--- src/rtl/keypad_scan_ctrl.sv ---
// -----------------------------------------------------------------------------
// keypad_scan_ctrl
//
// Sequencer and event generator for a 4x4 row-scanned keypad. Produces the
// scanner's advance tick, synchronizes and debounces the active-low column
// lines, and hands out one hex key code per press on a valid/ready handshake.
// The two most recently accepted codes are kept for the seven-segment path.
//
// Optional build macro:
//   KEYPAD_CTRL_REPEAT_EN - when defined, a held key re-emits its code every
//                           REPEAT_TICKS ticks until it is released. When
//                           undefined, no repeat counter exists and each press
//                           yields exactly one event.
//
// Parameters:
//   SCAN_DIV       clk cycles per internal tick (>= 2)
//   DEBOUNCE_TICKS stable ticks needed to confirm a press and a release (>= 1)
//   REPEAT_TICKS   ticks held before/between auto-repeat events
//
// Ports:
//   clk          system clock
//   reset        asynchronous active-low reset
//   columns      raw keypad columns, active-low, bit3 = column 1
//   row_sel      row currently driven by the scanner, one-hot, bit3 = row 1
//   scan_tick    one-cycle scanner advance pulse (only while idle)
//   key_pressed  synchronized "any column low" back to the scanner
//   key_valid    key event available
//   key_code     hex code of the event, stable while key_valid
//   key_ready    consumer accepts the event when high together with key_valid
//   digit_new    most recently accepted code
//   digit_old    previously accepted code
// -----------------------------------------------------------------------------
module keypad_scan_ctrl #(
   parameter int unsigned SCAN_DIV       = 48000,
   parameter int unsigned DEBOUNCE_TICKS = 20,
   parameter int unsigned REPEAT_TICKS   = 500
) (
   input  logic       clk,
   input  logic       reset,
   input  logic [3:0] columns,
   input  logic [3:0] row_sel,
   output logic       scan_tick,
   output logic       key_pressed,
   output logic       key_valid,
   output logic [3:0] key_code,
   input  logic       key_ready,
   output logic [3:0] digit_new,
   output logic [3:0] digit_old
);

   localparam int unsigned TickW = $clog2(SCAN_DIV);
   localparam int unsigned DebW  = $clog2(DEBOUNCE_TICKS + 1);

   typedef enum logic [2:0] {
      StIdle,
      StDebounce,
      StEmit,
      StHeld,
      StRelease
   } state_e;

   // --------------------------------------------------------------------------
   // Column synchronizer
   // --------------------------------------------------------------------------
   logic [3:0] col_meta_q;
   logic [3:0] col_sync_q;

   always_ff @(posedge clk or negedge reset) begin
      if (!reset) begin
         col_meta_q <= 4'hF;
         col_sync_q <= 4'hF;
      end else begin
         col_meta_q <= columns;
         col_sync_q <= col_meta_q;
      end
   end

   assign key_pressed = (col_sync_q != 4'hF);

   // --------------------------------------------------------------------------
   // Free-running tick divider
   // --------------------------------------------------------------------------
   logic [TickW-1:0] tick_cnt_q;
   logic             tick;

   assign tick = (tick_cnt_q == TickW'(SCAN_DIV - 1));

   always_ff @(posedge clk or negedge reset) begin
      if (!reset) begin
         tick_cnt_q <= '0;
      end else if (tick) begin
         tick_cnt_q <= '0;
      end else begin
         tick_cnt_q <= tick_cnt_q + 1'b1;
      end
   end

   // --------------------------------------------------------------------------
   // Snapshot and decode
   // --------------------------------------------------------------------------
   logic [7:0] snap;
   logic       snap_valid;

   assign snap       = {row_sel, col_sync_q};
   // Exactly one driven row and exactly one low column; ghosting and
   // multi-key combinations are rejected here.
   assign snap_valid = $onehot(row_sel) && $onehot(~col_sync_q);

   function automatic logic [3:0] decode(input logic [7:0] s);
      logic [3:0] code;
      code = 4'h0;
      unique case (s)
         8'b1000_0111: code = 4'h1;
         8'b1000_1011: code = 4'h2;
         8'b1000_1101: code = 4'h3;
         8'b1000_1110: code = 4'hA;
         8'b0100_0111: code = 4'h4;
         8'b0100_1011: code = 4'h5;
         8'b0100_1101: code = 4'h6;
         8'b0100_1110: code = 4'hB;
         8'b0010_0111: code = 4'h7;
         8'b0010_1011: code = 4'h8;
         8'b0010_1101: code = 4'h9;
         8'b0010_1110: code = 4'hC;
         8'b0001_0111: code = 4'hE;
         8'b0001_1011: code = 4'h0;
         8'b0001_1101: code = 4'hF;
         8'b0001_1110: code = 4'hD;
         default:      code = 4'h0;
      endcase
      return code;
   endfunction

   // --------------------------------------------------------------------------
   // Control FSM
   // --------------------------------------------------------------------------
   state_e          state_q;
   logic [7:0]      latch_q;
   logic [DebW-1:0] deb_cnt_q;
   logic            key_valid_q;
   logic [3:0]      key_code_q;
   logic [3:0]      digit_new_q;
   logic [3:0]      digit_old_q;

`ifdef KEYPAD_CTRL_REPEAT_EN
   localparam int unsigned RepW = $clog2(REPEAT_TICKS + 1);
   logic [RepW-1:0] rep_cnt_q;
`else
   logic unused_repeat;
   assign unused_repeat = ^REPEAT_TICKS;
`endif

   always_ff @(posedge clk or negedge reset) begin
      if (!reset) begin
         state_q     <= StIdle;
         latch_q     <= '0;
         deb_cnt_q   <= '0;
         key_valid_q <= 1'b0;
         key_code_q  <= 4'h0;
         digit_new_q <= 4'h0;
         digit_old_q <= 4'h0;
`ifdef KEYPAD_CTRL_REPEAT_EN
         rep_cnt_q   <= '0;
`endif
      end else begin
         unique case (state_q)
            StIdle: begin
               if (tick && snap_valid) begin
                  latch_q <= snap;
                  if (DEBOUNCE_TICKS <= 1) begin
                     key_code_q  <= decode(snap);
                     key_valid_q <= 1'b1;
                     state_q     <= StEmit;
                  end else begin
                     deb_cnt_q <= DebW'(1);
                     state_q   <= StDebounce;
                  end
               end
            end

            StDebounce: begin
               if (tick) begin
                  // latch_q is always a valid snapshot, so equality implies validity
                  if (snap == latch_q) begin
                     if (deb_cnt_q == DebW'(DEBOUNCE_TICKS - 1)) begin
                        key_code_q  <= decode(latch_q);
                        key_valid_q <= 1'b1;
                        state_q     <= StEmit;
                     end else begin
                        deb_cnt_q <= deb_cnt_q + 1'b1;
                     end
                  end else begin
                     state_q <= StIdle;
                  end
               end
            end

            // Not gated by tick: the consumer may accept on any cycle and may
            // stall indefinitely without the event being lost or replaced.
            StEmit: begin
               if (key_ready) begin
                  key_valid_q <= 1'b0;
                  digit_old_q <= digit_new_q;
                  digit_new_q <= key_code_q;
                  state_q     <= StHeld;
`ifdef KEYPAD_CTRL_REPEAT_EN
                  rep_cnt_q   <= '0;
`endif
               end
            end

            StHeld: begin
               if (tick) begin
                  if (col_sync_q == 4'hF) begin
                     if (DEBOUNCE_TICKS <= 1) begin
                        state_q <= StIdle;
                     end else begin
                        deb_cnt_q <= DebW'(1);
                        state_q   <= StRelease;
                     end
                  end
`ifdef KEYPAD_CTRL_REPEAT_EN
                  else if (snap == latch_q) begin
                     if (rep_cnt_q == RepW'(REPEAT_TICKS - 1)) begin
                        rep_cnt_q   <= '0;
                        key_valid_q <= 1'b1;
                        state_q     <= StEmit;
                     end else begin
                        rep_cnt_q <= rep_cnt_q + 1'b1;
                     end
                  end else begin
                     // Some other column pattern: ignore it but restart the
                     // repeat interval so only a steady hold repeats.
                     rep_cnt_q <= '0;
                  end
`endif
               end
            end

            StRelease: begin
               if (tick) begin
                  if (col_sync_q == 4'hF) begin
                     if (deb_cnt_q == DebW'(DEBOUNCE_TICKS - 1)) begin
                        state_q <= StIdle;
                     end else begin
                        deb_cnt_q <= deb_cnt_q + 1'b1;
                     end
                  end else begin
                     state_q <= StHeld;
`ifdef KEYPAD_CTRL_REPEAT_EN
                     rep_cnt_q <= '0;
`endif
                  end
               end
            end

            default: state_q <= StIdle;
         endcase
      end
   end

   // The scanner only advances while no key activity is being tracked.
   assign scan_tick = tick && (state_q == StIdle);
   assign key_valid = key_valid_q;
   assign key_code  = key_code_q;
   assign digit_new = digit_new_q;
   assign digit_old = digit_old_q;

endmodule

--- config.mk ---
export PLATFORM = sky130hd
export DESIGN_NAME = keypad_scan_ctrl
export DESIGN_NICKNAME = d
export VERILOG_FILES = /design/src/rtl/keypad_scan_ctrl.sv
export SDC_FILE = /design/constraint.sdc
export NUM_CORES = 1
export LEC_CHECK = 0
export ABC_AREA = 1
export CORE_ASPECT_RATIO = 0.7
export CORE_MARGIN = 2
export CORE_UTILIZATION = 45
export CTS_CLUSTER_SIZE = 20
export DETAILED_ROUTE_END_ITERATION = 6
export SETUP_SLACK_MARGIN = 0.5
export SYNTH_ARGS = -nofsm -noshare
export SYNTH_HDL_FRONTEND = slang
export SYNTH_SLANG_ARGS = --single-unit
--- constraint.sdc ---
create_clock -name clk -period 2.7 [get_ports clk]
set_input_delay 0.54 -clock clk [delete_from_list [all_inputs] [get_ports clk]]
set_output_delay 0.54 -clock clk [all_outputs]
set_load 0.01 [all_outputs]
==> qor.txt, run 1 <==
Row Count = 24
Largest stage delay on the critical path = 0.56 ns
Count of hold-fix buffers inserted at cts = 0
Final critical-path setup slack = 0.371 ns
Root Buffer Master = sky130_fd_sc_hd__clkbuf_8
Number of nets in the finished design = 457
GRT Util Overall = 19.0%
Horizontal die dimension = 102 µm
Total length of routed wires = 6460 µm
Cell count after placement = 510
Worst Path Max Fanout = 7
Vias per std cell = 4.82
Global-route wire length before repair = 11100 µm
Die height = 72.6 µm
Maximum clock skew at final layout = 0.00949 ns
Half-perimeter wire length after placement = 4670 µm
Clock-pin slew of the registers on the worst-case setup and hold paths = 0.10 ns
Critical register-to-register path startpoint = col_sync_q[1]$_DFF_PN1_
Count of endpoints failing setup in the final report = 0
Number of buffers and inverters on the critical path = 1
Post-DRT Antenna Nets = 0
Setup repair after global routing missed its margin = yes
Critical path origin = col_sync_q[1]$_DFF_PN1_
Total number of yosys warnings = 0
CP Data Arrival Time = 2.58 ns
Share of cells above drive strength 1 = 21.7%
Critical path data required time = 2.95 ns
Reg area = 1340 µm²
Internal power of the cells = 0.00115 W
Tightest slew margin relative to the limit = 70.3%
Power Dens Cells = 389 nW/µm²
Type of the setup path with the least slack = reg2reg
Count of placed standard cells in the final layout, fillers left out = 529
Post-route DRC violation count = 0
Cell count after synthesis = 389
Worst Hold Slack = 0.201 ns
Area of the multi-input gates = 1580 µm²
Longest Clk Path Bufs = 2
Number of buffer cells added on primary ports = 25
Peak clock frequency supported by timing = 429 MHz
Floorplan die area = 7400 µm²
Flop2flop setup slack = 0.37 ns
Number of antenna violations at the first check in global routing = 0
Placement Setup Slack = -0.509 ns
Measured slew at the worst slew-check pin = 0.442 ns
Clock power frac = 37.0%
Congestion Overflow GR = 0
Number of synthesized register bits = 53
1st-pass router iterations = 4
CTS tree = built
Final Max Tran Viols = 0
Clk sink count = 53
Worst R2R Path Depth = 12
Routed len/inst = 12.2 µm
Critical Path Slowest Stage Cell = sky130_fd_sc_hd__dfstp_2
Net count after synthesis = 409
Number of H-tree levels = 2
Area growth from synthesis to final layout = 26.7%
Min-delay worst type = in2async
Mapped Area = 3020 µm²
Max VDD drop = 0.000233 V
Yosys cell types = 31
Run status = completed
Count of cell instances traversed by the critical path = 12
TritonCTS Buffers = 5
Type of origin of the critical path = flop
Capturing element of the worst setup path = deb_cnt_q[0]$_DFFE_PN0P_
Area of the placeable core = 6370 µm²
Number of hold violations in the final report = 0
Latest clock arrival within the worst-skew pair = 0.31 ns
Finished Core Util = 60.1%
R2R Path End = deb_cnt_q[0]$_DFFE_PN0P_
Sequential share of power = 54.2%
Share of the cycle needed by the critical path after routing = 86.3%
Via count = 2549
Sequence of cells on the critical path = fa_1 -> inv_2 -> ha_4 -> ha_4 -> nand3b_1 -> nor2_2 -> nand3_1 -> nand2_2 -> nand2_4 -> nor2_4 -> nor2_1 -> nor2_1
Sw Share = 23.0%
Number of top-level pins = 26
Synthesized area per cell = 7.77 µm²
Filler Cells Inserted = 564
Combinational cell fraction of total power = 8.8%
Max-capacitance violation count = 0
Diode count = 0
Initial cell density of the core = 47.5%
Sequential element share of the synthesized area = 44.2%
Vias in the first global route = 2407
Static Leakage = 1.85 nW
Post-layout min period = 2.33 ns
Critical Path End Type = flop
Net switching power of the design = 0.000343 W
RD Place Congestion = 0.846
Maximum number of pins on one net before global-route repair = 54
DRC violation total after the first TritonRoute iteration = 170
Delay-heaviest family, CP = simple AND/OR/NAND/NOR gates
-- registers in the layout, summed over array words and instances, names as in the netlist --
| register | cells |
|---|---|
| deb_cnt_q | 5 |
| state_q | 3 |
| digit_new | 4 |
| digit_old | 4 |
| col_meta_q | 4 |
| key_code | 4 |
| col_sync_q | 4 |
| latch_q | 8 |
| key_valid | 1 |
| tick_cnt_q | 16 |
-- power groups by stage --
stage	combinational, W	clock (W)	sequential [W]
floorplan	0.0000506	0	0.000824
global placement	0.000104	0	0.000825
detailed placement	0.000107	0	0.000825
CTS	0.000131	0.000574	0.000808
global route	0.000148	0.000602	0.000809
finish	0.000131	0.000551	0.000808
-- how the worst min path moves through the flow --
stage                             from                        to  slack (ns)  depth (start not counted)
2_1_floorplan                    reset  deb_cnt_q[0]$_DFFE_PN0P_        0.24                          0
3_3_place_gp   col_meta_q[0]$_DFF_PN1_   col_sync_q[0]$_DFF_PN1_        0.35                          0
3_5_place_dp   col_meta_q[2]$_DFF_PN1_   col_sync_q[2]$_DFF_PN1_        0.35                          0
4_1_cts                          reset     key_valid$_DFFE_PN0P_        0.22                          2
5_1_grt                          reset  deb_cnt_q[1]$_DFFE_PN0P_        0.22                          2
6_report                         reset  deb_cnt_q[2]$_DFFE_PN0P_        0.20                          2
-- stage by stage --
| step | setup TNS, ns | area [µm²] | total power (W) |
|---|---|---|---|
| after floorplan | 0 | 3060 | 0.000874 |
| after global routing | 0 | 3830 | 0.00156 |
| after detailed placement | -5.75 | 3480 | 0.000932 |
| after global placement | -5.12 | 3480 | 0.000929 |
| final | 0 | 3830 | 0.00149 |
| after CTS | 0 | 3790 | 0.00151 |
-- area by class of cell --
| cell class | count | share of cell area, % |
|---|---|---|
| Inverter | 64 | 6.73 |
| Timing Repair Buffer | 44 | 11.0 |
| Multi-Input combinational cell | 269 | 41.3 |
| Clock inverter | 3 | 1.21 |
| Tap cell | 91 | 2.97 |
| Clock buffer | 5 | 1.80 |
| Sequential cell | 53 | 34.9 |
-- cell families after synthesis --
group	count (synthesis)	share of synthesized area [%]
buffers and inverters	67	8.82
AND/OR/NAND/NOR	205	30.8
XOR/XNOR	13	3.77
adder cells (fa/ha/maj)	9	4.22
flip-flops	53	44.2
AO/OA/AOI/OAI	42	8.20
-- worst reg2reg max path: stages (launching register included) --
cell and delay, ns:
sky130_fd_sc_hd__dfstp_2 0.56, sky130_fd_sc_hd__fa_1 0.42, sky130_fd_sc_hd__inv_2 0.07, sky130_fd_sc_hd__ha_4 0.13
sky130_fd_sc_hd__ha_4 0.19, sky130_fd_sc_hd__nand3b_1 0.17, sky130_fd_sc_hd__nor2_2 0.11, sky130_fd_sc_hd__nand3_1 0.09
sky130_fd_sc_hd__nand2_2 0.10, sky130_fd_sc_hd__nand2_4 0.10, sky130_fd_sc_hd__nor2_4 0.16, sky130_fd_sc_hd__nor2_1 0.07
sky130_fd_sc_hd__nor2_1 0.10
-- metal layers --
| layer | share of wire [%] | track usage (%) | vias up | wire, µm |
|---|---|---|---|---|
| li1 | - | - | 1322 | - |
| met1 | 53 | 28.8 | 1160 | 3410 |
| met2 | 41 | 28.4 | 63 | 2640 |
| met3 | 5.6 | 3.74 | 4 | 362 |
| met4 | 0.65 | 4.15 | 0 | 42 |
| met5 | 0 | 0 | - | 0 |
-- cell usage after synthesis --
cell                        instances  area (µm²)
sky130_fd_sc_hd__nor2_1            48         180
sky130_fd_sc_hd__fa_1               2        40.0
sky130_fd_sc_hd__dfrtp_1           45        1130
sky130_fd_sc_hd__nor3b_1            1        7.51
sky130_fd_sc_hd__inv_2              3        11.3
sky130_fd_sc_hd__nor2_2             1        6.26
sky130_fd_sc_hd__inv_1             61         229
sky130_fd_sc_hd__nand3_2            1        10.0
sky130_fd_sc_hd__nand2_4            1        11.3
sky130_fd_sc_hd__nand4_4            1        21.3
sky130_fd_sc_hd__nor2_4             3        33.8
sky130_fd_sc_hd__xor2_1             7        61.3
sky130_fd_sc_hd__nand4_1            7        43.8
sky130_fd_sc_hd__nand3_1           23         115
sky130_fd_sc_hd__ha_1               7        87.6
sky130_fd_sc_hd__clkbuf_1           1        3.75
sky130_fd_sc_hd__a21oi_1            9        45.0
sky130_fd_sc_hd__nand3b_1           3        22.5
sky130_fd_sc_hd__nand2_2            5        31.3
sky130_fd_sc_hd__dfstp_2            8         210
sky130_fd_sc_hd__nand2_1           99         372
sky130_fd_sc_hd__nor3_2             1        10.0
sky130_fd_sc_hd__o21ai_2            8        70.1
sky130_fd_sc_hd__xnor2_1            6        52.6
sky130_fd_sc_hd__o22ai_1            1        6.26
sky130_fd_sc_hd__buf_6              2        22.5
sky130_fd_sc_hd__o21ai_0           22         110
sky130_fd_sc_hd__a211oi_1           1        7.51
sky130_fd_sc_hd__a2bb2oi_1          1        8.76
sky130_fd_sc_hd__nor3_4             1        16.3
sky130_fd_sc_hd__nor3_1            10        50.1
-- cell usage in the layout, fill, tap and decap left out, types with 5 or more instances in the layout --
master / count
sky130_fd_sc_hd__nor2_1: 47
sky130_fd_sc_hd__a21oi_1: 9
sky130_fd_sc_hd__nand2_4: 11
sky130_fd_sc_hd__dfrtp_1: 44
sky130_fd_sc_hd__inv_1: 54
sky130_fd_sc_hd__dfstp_2: 8
sky130_fd_sc_hd__o21ai_2: 8
sky130_fd_sc_hd__nand3_1: 22
sky130_fd_sc_hd__o21ai_0: 20
sky130_fd_sc_hd__xor2_1: 7
sky130_fd_sc_hd__clkbuf_8: 5
sky130_fd_sc_hd__xnor2_1: 6
sky130_fd_sc_hd__inv_2: 7
sky130_fd_sc_hd__nand4_1: 7
sky130_fd_sc_hd__buf_4: 15
sky130_fd_sc_hd__nor3_1: 7
sky130_fd_sc_hd__clkdlybuf4s50_1: 19
sky130_fd_sc_hd__nand2_2: 7
sky130_fd_sc_hd__nand2_1: 87
-- repair_timing --
item                       CTS  global route
gates resized for setup     39            13
buffers inserted             9             1
setup endpoints to repair   18            18
pin swaps                   16            14
cloned                       1             0
No activity file was read; power rests on OpenSTA's default activity.
==> inputs of run 2 (changes only) <==
--- a/config.mk
+++ b/config.mk
@@ -5,9 +5,8 @@
 export SDC_FILE = /design/constraint.sdc
 export NUM_CORES = 1
 export LEC_CHECK = 0
-export ABC_AREA = 1
 export CORE_ASPECT_RATIO = 0.7
-export CORE_MARGIN = 2
+export CORE_MARGIN = 4
 export CORE_UTILIZATION = 45
 export CTS_CLUSTER_SIZE = 20
 export DETAILED_ROUTE_END_ITERATION = 6
==> run 2 against run 1 <==
The run now ends with negative setup slack left. Fmax shrank 18%. Via count shrank 14%. Critical path depth is 2 lower. Clock power down 14%. Core utilization increased by 0.28 points. Worst setup slack lost 0.50 ns. Critical path type unchanged. Largest cell class unchanged.
==> qor.txt, run 2 <==
Row Count = 24 (unchanged)
Critical path data required time = 2.96 ns (about the same)
1st-pass router iterations = 4 (unchanged)
Global-route wire length before repair = 9830 µm (-11%)
Peak clock frequency supported by timing = 354 MHz (-18%)
Final Max Tran Viols = 0 (unchanged)
Mapped Area = 2910 µm² (-3.8%)
Number of antenna violations at the first check in global routing = 0 (unchanged)
Number of synthesized register bits = 53 (unchanged)
Sum of negative setup slack = -0.428 ns (-0.428 ns)
CP Data Arrival Time = 3.09 ns (+0.51 ns)
Largest register by flop count = tick_cnt_q
Clk sink count = 53 (unchanged)
Vias per std cell = 5.22 (+8.4%)
Area contributors post-synth = sky130_fd_sc_hd__dfrtp_1 39%, sky130_fd_sc_hd__dfstp_2 7.2%, sky130_fd_sc_hd__mux2_2 5.8%
Share of cells above drive strength 1 = 34.4% (+13 points)
Maximum clock skew at final layout = 0.00884 ns (-0.000651 ns)
Floorplan die area = 7830 µm² (+5.8%)
Longest Clk Path Bufs = 2 (unchanged)
Top Registers = tick_cnt_q: 16 flops, latch_q: 8 flops, deb_cnt_q: 5 flops
Maximum number of pins on one net before global-route repair = 23 (-57%)
Die height = 75.2 µm (+3.7%)
Latest clock arrival within the worst-skew pair = 0.31 ns (about the same)
Most repeated cell in the gate-level netlist after synthesis = sky130_fd_sc_hd__dfrtp_1
Share of async-settable or async-resettable flops after synthesis = 100% (unchanged)
Type of the setup path with the least slack = reg2reg
Congestion Overflow GR = 0 (unchanged)
Critical Path End Type = flop
Most frequently used flop master after synthesis = sky130_fd_sc_hd__dfrtp_1
Number of nets in the finished design = 362 (-21%)
Violations in the final reports = negative setup slack
Area growth from synthesis to final layout = 29.8%
Filler Cells Inserted = 521 (-7.6%)
Synthesized area per cell = 10.2 µm² (+32%)
Tightest slew margin relative to the limit = 43.7% (-27 points)
Routed len/inst = 14.2 µm (+17%)
Share of the cycle needed by the critical path after routing = 105% (+18 points)
TritonCTS Buffers = 5 (unchanged)
Type of origin of the critical path = flop
Min-delay worst type = in2async
Critical Path Slowest Stage Cell = sky130_fd_sc_hd__dfstp_2
Top library cells by usage in the layout, fill and taps aside = 45 x sky130_fd_sc_hd__dfrtp_1, 31 x sky130_fd_sc_hd__buf_4, 23 x sky130_fd_sc_hd__nand2_1, 20 x sky130_fd_sc_hd__nor2_1, 18 x sky130_fd_sc_hd__clkdlybuf4s50_1
CTS tree = built
Initial cell density of the core = 46.5% (-0.95 points)
Final critical-path setup slack = -0.126 ns (-0.497 ns)
Sequential element share of the synthesized area = 46.0% (+1.8 points)
Half-perimeter wire length after placement = 4210 µm (-9.9%)
Total length of routed wires = 5990 µm (-7.2%)
Most used standard cells in the synthesized netlist = 45 x sky130_fd_sc_hd__dfrtp_1, 24 x sky130_fd_sc_hd__nand2_1, 22 x sky130_fd_sc_hd__nor2_1
Power Dens Cells = 525 nW/µm² (+35%)
Number of flip-flops in the largest register = 16 (unchanged)
Number of enable-type register cells in the synthesized netlist = 0 (unchanged)
Worst Path Max Fanout = 7 (unchanged)
Cell type contributing the most total cell area after synthesis = sky130_fd_sc_hd__dfrtp_1
Yosys cell types = 58 (+87%)
Horizontal die dimension = 104 µm (+2.1%)
Vias in the first global route = 2024 (-16%)
Setup repair after global routing missed its margin = yes
Worst Hold Slack = 0.180 ns (-0.0207 ns)
Measured slew at the worst slew-check pin = 0.833 ns (+0.391 ns)
Count of endpoints failing setup in the final report = 6 (+6)
Post-route DRC violation count = 0 (unchanged)
Clock-pin slew of the registers on the worst-case setup and hold paths = 0.10 ns (about the same)
Via count = 2199 (-14%)
Max VDD drop = 0.000251 V (+7.7%)
Cell occurring most often along the worst timing path = sky130_fd_sc_hd__ha_4
Number of hold violations in the final report = 0 (unchanged)
Power after layout = 0.00198 W (+33%)
Number of buffer cells added on primary ports = 25 (unchanged)
Post-DRT Antenna Nets = 0 (unchanged)
Number of top-level pins = 26 (unchanged)
Sequence of cells on the critical path = fa_1 -> inv_2 -> ha_4 -> ha_4 -> nor4b_4 -> a21boi_2 -> nor4_4 -> o221ai_4 -> nor4_2 -> a211o_1
Count of hold-fix buffers inserted at cts = 0 (unchanged)
Diode count = 0 (unchanged)
Largest stage delay on the critical path = 0.56 ns (about the same)
Number of H-tree levels = 2 (unchanged)
Run status = finished, violations left
Static Leakage = 1.62 nW (-12%)
Total number of yosys warnings = 0 (unchanged)
Yosys top cell area share = 38.7% (+1.5 points)
Max-capacitance violation count = 0 (unchanged)
Post-layout min period = 2.83 ns (+0.497 ns)
Most common cell after layout, fill and taps aside = sky130_fd_sc_hd__dfrtp_1
RD Place Congestion = 0.809 (-4.4%)
GRT Util Overall = 15.6% (-3.4 points)
DRC violation total after the first TritonRoute iteration = 101 (-41%)
Root Buffer Master = sky130_fd_sc_hd__clkbuf_8
Cell count after synthesis = 284 (-27%)
Area of the placeable core = 6250 µm² (-1.9%)
Net count after synthesis = 304 (-26%)
[run 2: where the power goes]
group          switching [W]  internal, W
sequential         0.0000798     0.000847
clock               0.000264     0.000209
combinational       0.000308     0.000271
[run 2: critical path, delay by kind of cell (launching register included)]
kind / cells / cell delay [ns]
flops: 1 / 0.56
simple gates: 3 / 0.94
compound gates: 3 / 0.45
buf+inv: 1 / 0.08
fa+ha+maj: 3 / 0.75
[run 2: worst paths after layout]
check                                             start                  endpoint  slack [ns]  depth (start not counted)
worst max-delay path            col_sync_q[3]$_DFF_PN1_    state_q[1]$_DFFE_PN0P_       -0.13                         10
min in group clk                col_meta_q[1]$_DFF_PN1_   col_sync_q[1]$_DFF_PN1_        0.36                          0
max in group asynchronous                         reset   col_sync_q[0]$_DFF_PN1_        1.82                          2
worst min-delay path                              reset  digit_old[1]$_DFFE_PN0P_        0.18                          1
worst max register to register  col_sync_q[3]$_DFF_PN1_    state_q[1]$_DFFE_PN0P_       -0.13                         10
worst min register to register  col_meta_q[1]$_DFF_PN1_   col_sync_q[1]$_DFF_PN1_        0.36                          0
[run 2: per-stage QoR]
stage	setup WS [ns]	cells	cell area (µm²)	util (%)
after floorplan	-0.114	284	2960	-
after global placement	-0.882	407	3470	55.6
after detailed placement	-0.897	407	3470	55.6
after CTS	-0.214	416	3650	58.4
after global routing	-0.223	421	3770	60.4
final	-0.126	421	3770	60.4
[run 2: timing repair]
item	4_1_cts	5_1_grt
setup buffers	1	5
endpoints found under the setup margin	23	23
gates resized for setup	37	29
pin swaps	13	13
[run 2: layout make-up]
cell class                      instances  area [µm²]  area share (%)
Clock inverter                          1        7.51           0.199
Tap cell                               78        97.6            2.59
Multi-Input combinational cell        203        1630            43.2
Clock buffer                            7        86.3            2.29
Inverter                               15        63.8            1.69
Timing Repair Buffer                   64         552            14.6
Sequential cell                        53        1340            35.4
[run 2: routing by layer]
metal	vias to the layer above	track usage [%]	part of all wire (%)
li1	1115	-	-
met1	1043	23.5	55
met2	36	23.0	40
met3	5	3.26	3.7
met4	0	3.98	1.0
met5	-	0	0
[run 2: kinds of logic (layout without fill, tap and decap cells)]
group / after synthesis / after routing / synth area share (%)
compound gates: 45 / 45 / 10.6
xor+xnor: 23 / 23 / 6.93
fa+ha+maj: 9 / 9 / 4.39
buf+inv: 28 / 87 / 4.43
flops: 53 / 53 / 46.0
mux: 17 / 17 / 6.50
simple gates: 109 / 109 / 21.1
==> inputs of run 3 (changes only) <==
--- a/config.mk
+++ b/config.mk
@@ -10,6 +10,7 @@
 export CORE_UTILIZATION = 45
 export CTS_CLUSTER_SIZE = 20
 export DETAILED_ROUTE_END_ITERATION = 6
+export PLACE_DENSITY = 0.68
 export SETUP_SLACK_MARGIN = 0.5
 export SYNTH_ARGS = -nofsm -noshare
 export SYNTH_HDL_FRONTEND = slang
==> run 3 against run 2 <==
The run still ends with negative setup slack left. Sequential share of layout area is 0.29 points lower. First-iteration DRC count increased by 18%. Sequential cell count unchanged. Hold slack better by 0.057 ns. Final area rose by 0.93%. Critical endpoint is now deb_cnt_q[2]$_DFFE_PN0P_.
==> qor.txt, run 3 (synthesis gave the netlist of run 2 again) <==
Wire length on met2 = 2820 µm (+18%)
Count of placed standard cells in the final layout, fillers left out = 422 (+0.24%)
Power after layout = 0.00199 W (+0.48%)
Congestion Overflow GR = 0 (unchanged)
1st-pass router iterations = 4 (unchanged)
Vias per std cell = 5.48 (+5.0%)
Maximum number of pins on one net before global-route repair = 29 (+26%)
Number of hold violations in the final report = 0 (unchanged)
Type of the setup path with the least slack = in2reg
Clk sink count = 53 (unchanged)
Total length of routed wires = 6240 µm (+4.2%)
Area growth from synthesis to final layout = 31.0%
Post-DRT Antenna Nets = 0 (unchanged)
Longest Clk Path Bufs = 2 (unchanged)
Share of the cycle needed by the critical path after routing = 102% (-2.7 points)
Peak clock frequency supported by timing = 363 MHz (+2.7%)
Root Buffer Master = sky130_fd_sc_hd__clkbuf_8
Final critical-path setup slack = -0.0523 ns (+0.0740 ns)
CP Data Arrival Time = 2.96 ns (-0.13 ns)
Tightest slew margin relative to the limit = 50.9% (+7.2 points)
RD Place Congestion = 0.812 (+0.33%)
Critical Path End Type = flop
Die height = 75.2 µm (unchanged)
Most common cell after layout, fill and taps aside = sky130_fd_sc_hd__dfrtp_1
Count of endpoints failing setup in the final report = 4 (-2)
Max VDD drop = 0.000262 V (+4.4%)
Flop2flop setup slack = -0.04 ns (+0.09 ns)
Number of antenna violations at the first check in global routing = 0 (unchanged)
Final Max Tran Viols = 0 (unchanged)
Floorplan die area = 7830 µm² (unchanged)
Number of top-level pins = 26 (unchanged)
Row Count = 24 (unchanged)
Post-layout min period = 2.75 ns (-0.0740 ns)
Largest register by flop count = tick_cnt_q
Initial cell density of the core = 46.5% (unchanged)
Number of buffer cells added on primary ports = 25 (unchanged)
Clock-pin slew of the registers on the worst-case setup and hold paths = 0.10 ns (about the same)
Met1 WL = 3080 µm (-6.9%)
Amount of wire on met3 after detailed routing = 266 µm (+20%)
Top Registers = tick_cnt_q: 16 flops, latch_q: 8 flops, deb_cnt_q: 5 flops
Diode count = 0 (unchanged)
Number of flip-flops in the largest register = 16 (unchanged)
Via count = 2314 (+5.2%)
Post-route DRC violation count = 0 (unchanged)
Count of hold-fix buffers inserted at cts = 0 (unchanged)
Power Dens Cells = 522 nW/µm² (-0.45%)
Highest metal layer used by the detailed router = met4
Measured slew at the worst slew-check pin = 0.726 ns (-0.107 ns)
Top library cells by usage in the layout, fill and taps aside = 44 x sky130_fd_sc_hd__dfrtp_1, 30 x sky130_fd_sc_hd__buf_4, 23 x sky130_fd_sc_hd__nand2_1, 22 x sky130_fd_sc_hd__nor2_1, 18 x sky130_fd_sc_hd__clkdlybuf4s50_1
Critical path data required time = 2.91 ns (-0.05 ns)
Number of nets in the finished design = 363 (+0.28%)
Maximum clock skew at final layout = 0.00872 ns (-0.000119 ns)
TritonCTS Buffers = 5 (unchanged)
Filler Cells Inserted = 524 (+0.58%)
Reg area = 1340 µm² (about the same)
Routed len/inst = 14.8 µm (+4.0%)
Number of H-tree levels = 2 (unchanged)
Area of the multi-input gates = 1630 µm² (+0.15%)
GRT Util Overall = 17.2% (+1.6 points)
Cell count after placement = 408 (+0.25%)
Horizontal die dimension = 104 µm (unchanged)
Latest clock arrival within the worst-skew pair = 0.31 ns (about the same)
Setup repair after global routing missed its margin = yes
Global-route wire length before repair = 10800 µm (+9.7%)
Area of the placeable core = 6250 µm² (unchanged)
Max-capacitance violation count = 0 (unchanged)
Static Leakage = 1.63 nW (+0.81%)
Run status = finished, violations left
Vias in the first global route = 2228 (+10%)
DRC violation total after the first TritonRoute iteration = 119 (+18%)
Worst Path Max Fanout = 7 (unchanged)
Min-delay worst type = in2async
Violations in the final reports = negative setup slack
CTS tree = built
Half-perimeter wire length after placement = 4350 µm (+3.4%)
Share of cells above drive strength 1 = 35.2% (+0.77 points)
Type of origin of the critical path = primary input
-- run 3: area by class of cell --
| type | count | share of cell area (%) |
|---|---|---|
| Clock buffer | 6 | 2.17 |
| Inverter | 15 | 1.74 |
| Tap cell | 78 | 2.56 |
| Sequential cell | 53 | 35.1 |
| Timing Repair Buffer | 65 | 15.2 |
| Multi-Input combinational cell | 203 | 42.9 |
| Clock inverter | 2 | 0.361 |
-- run 3: what timing repair did --
action / CTS / global route
resized for setup: 51 / 21
buffers inserted: 3 / 2
setup endpoints to repair: 23 / 23
gates cloned: 1 / 0
hold endpoints to repair: 0 / 0
pin swaps: 15 / 13
-- run 3: per-layer routing --
layer  global-route usage [%]  vias up
met4                     5.75        0
met2                     27.1       53
met1                     23.9     1128
li1                         -     1123
met3                     4.11       10
met5                        0        -
-- run 3: final timing paths --
path,depth (start not counted),to,from
min,1,digit_old[2]$_DFFE_PN0P_,reset
min in group clk,0,col_sync_q[2]$_DFF_PN1_,col_meta_q[2]$_DFF_PN1_
max reg2reg,10,deb_cnt_q[2]$_DFFE_PN0P_,col_sync_q[1]$_DFF_PN1_
max in group asynchronous,2,state_q[0]$_DFFE_PN0P_,reset
max,12,deb_cnt_q[2]$_DFFE_PN0P_,row_sel[3]
min reg2reg,0,col_sync_q[2]$_DFF_PN1_,col_meta_q[2]$_DFF_PN1_
-- run 3: report_power, final --
| part | internal, W | total (W) | leakage [nW] | switching (W) |
|---|---|---|---|---|
| Sequential | 0.000849 | 0.000932 | 0.686 | 0.0000834 |
| Combinational | 0.000278 | 0.000586 | 0.896 | 0.000308 |
| Clock | 0.000208 | 0.000471 | 0.0512 | 0.000263 |
| Total | 0.00134 | 0.00199 | 1.63 | 0.000655 |
-- run 3: critical path, stage by stage --
cell and delay (ns):
sky130_fd_sc_hd__buf_6 0.09, sky130_fd_sc_hd__inv_8 0.03, sky130_fd_sc_hd__fa_1 0.52, sky130_fd_sc_hd__inv_1 0.05, sky130_fd_sc_hd__ha_2 0.19, sky130_fd_sc_hd__ha_4 0.24
sky130_fd_sc_hd__nor4b_4 0.31, sky130_fd_sc_hd__a21boi_2 0.11, sky130_fd_sc_hd__nor4_4 0.33, sky130_fd_sc_hd__o211a_4 0.28, sky130_fd_sc_hd__o21ai_2 0.06, sky130_fd_sc_hd__a22o_1 0.20
-- run 3: per-stage QoR --
step / instance area (µm²) / utilization [%] / TNS (ns) / hold WS (ns) / setup slack, ns
final: 3810 / 61.0 / -0.177 / 0.237 / -0.0523
after detailed placement: 3490 / 55.9 / -11.60 / 0.351 / -0.945
after CTS: 3730 / 59.8 / -1.04 / 0.255 / -0.164
after floorplan: 2960 / - / -0.404 / 0.244 / -0.114
after global routing: 3810 / 61.0 / -0.884 / 0.280 / -0.169
after global placement: 3490 / 55.9 / -10.85 / 0.346 / -0.912
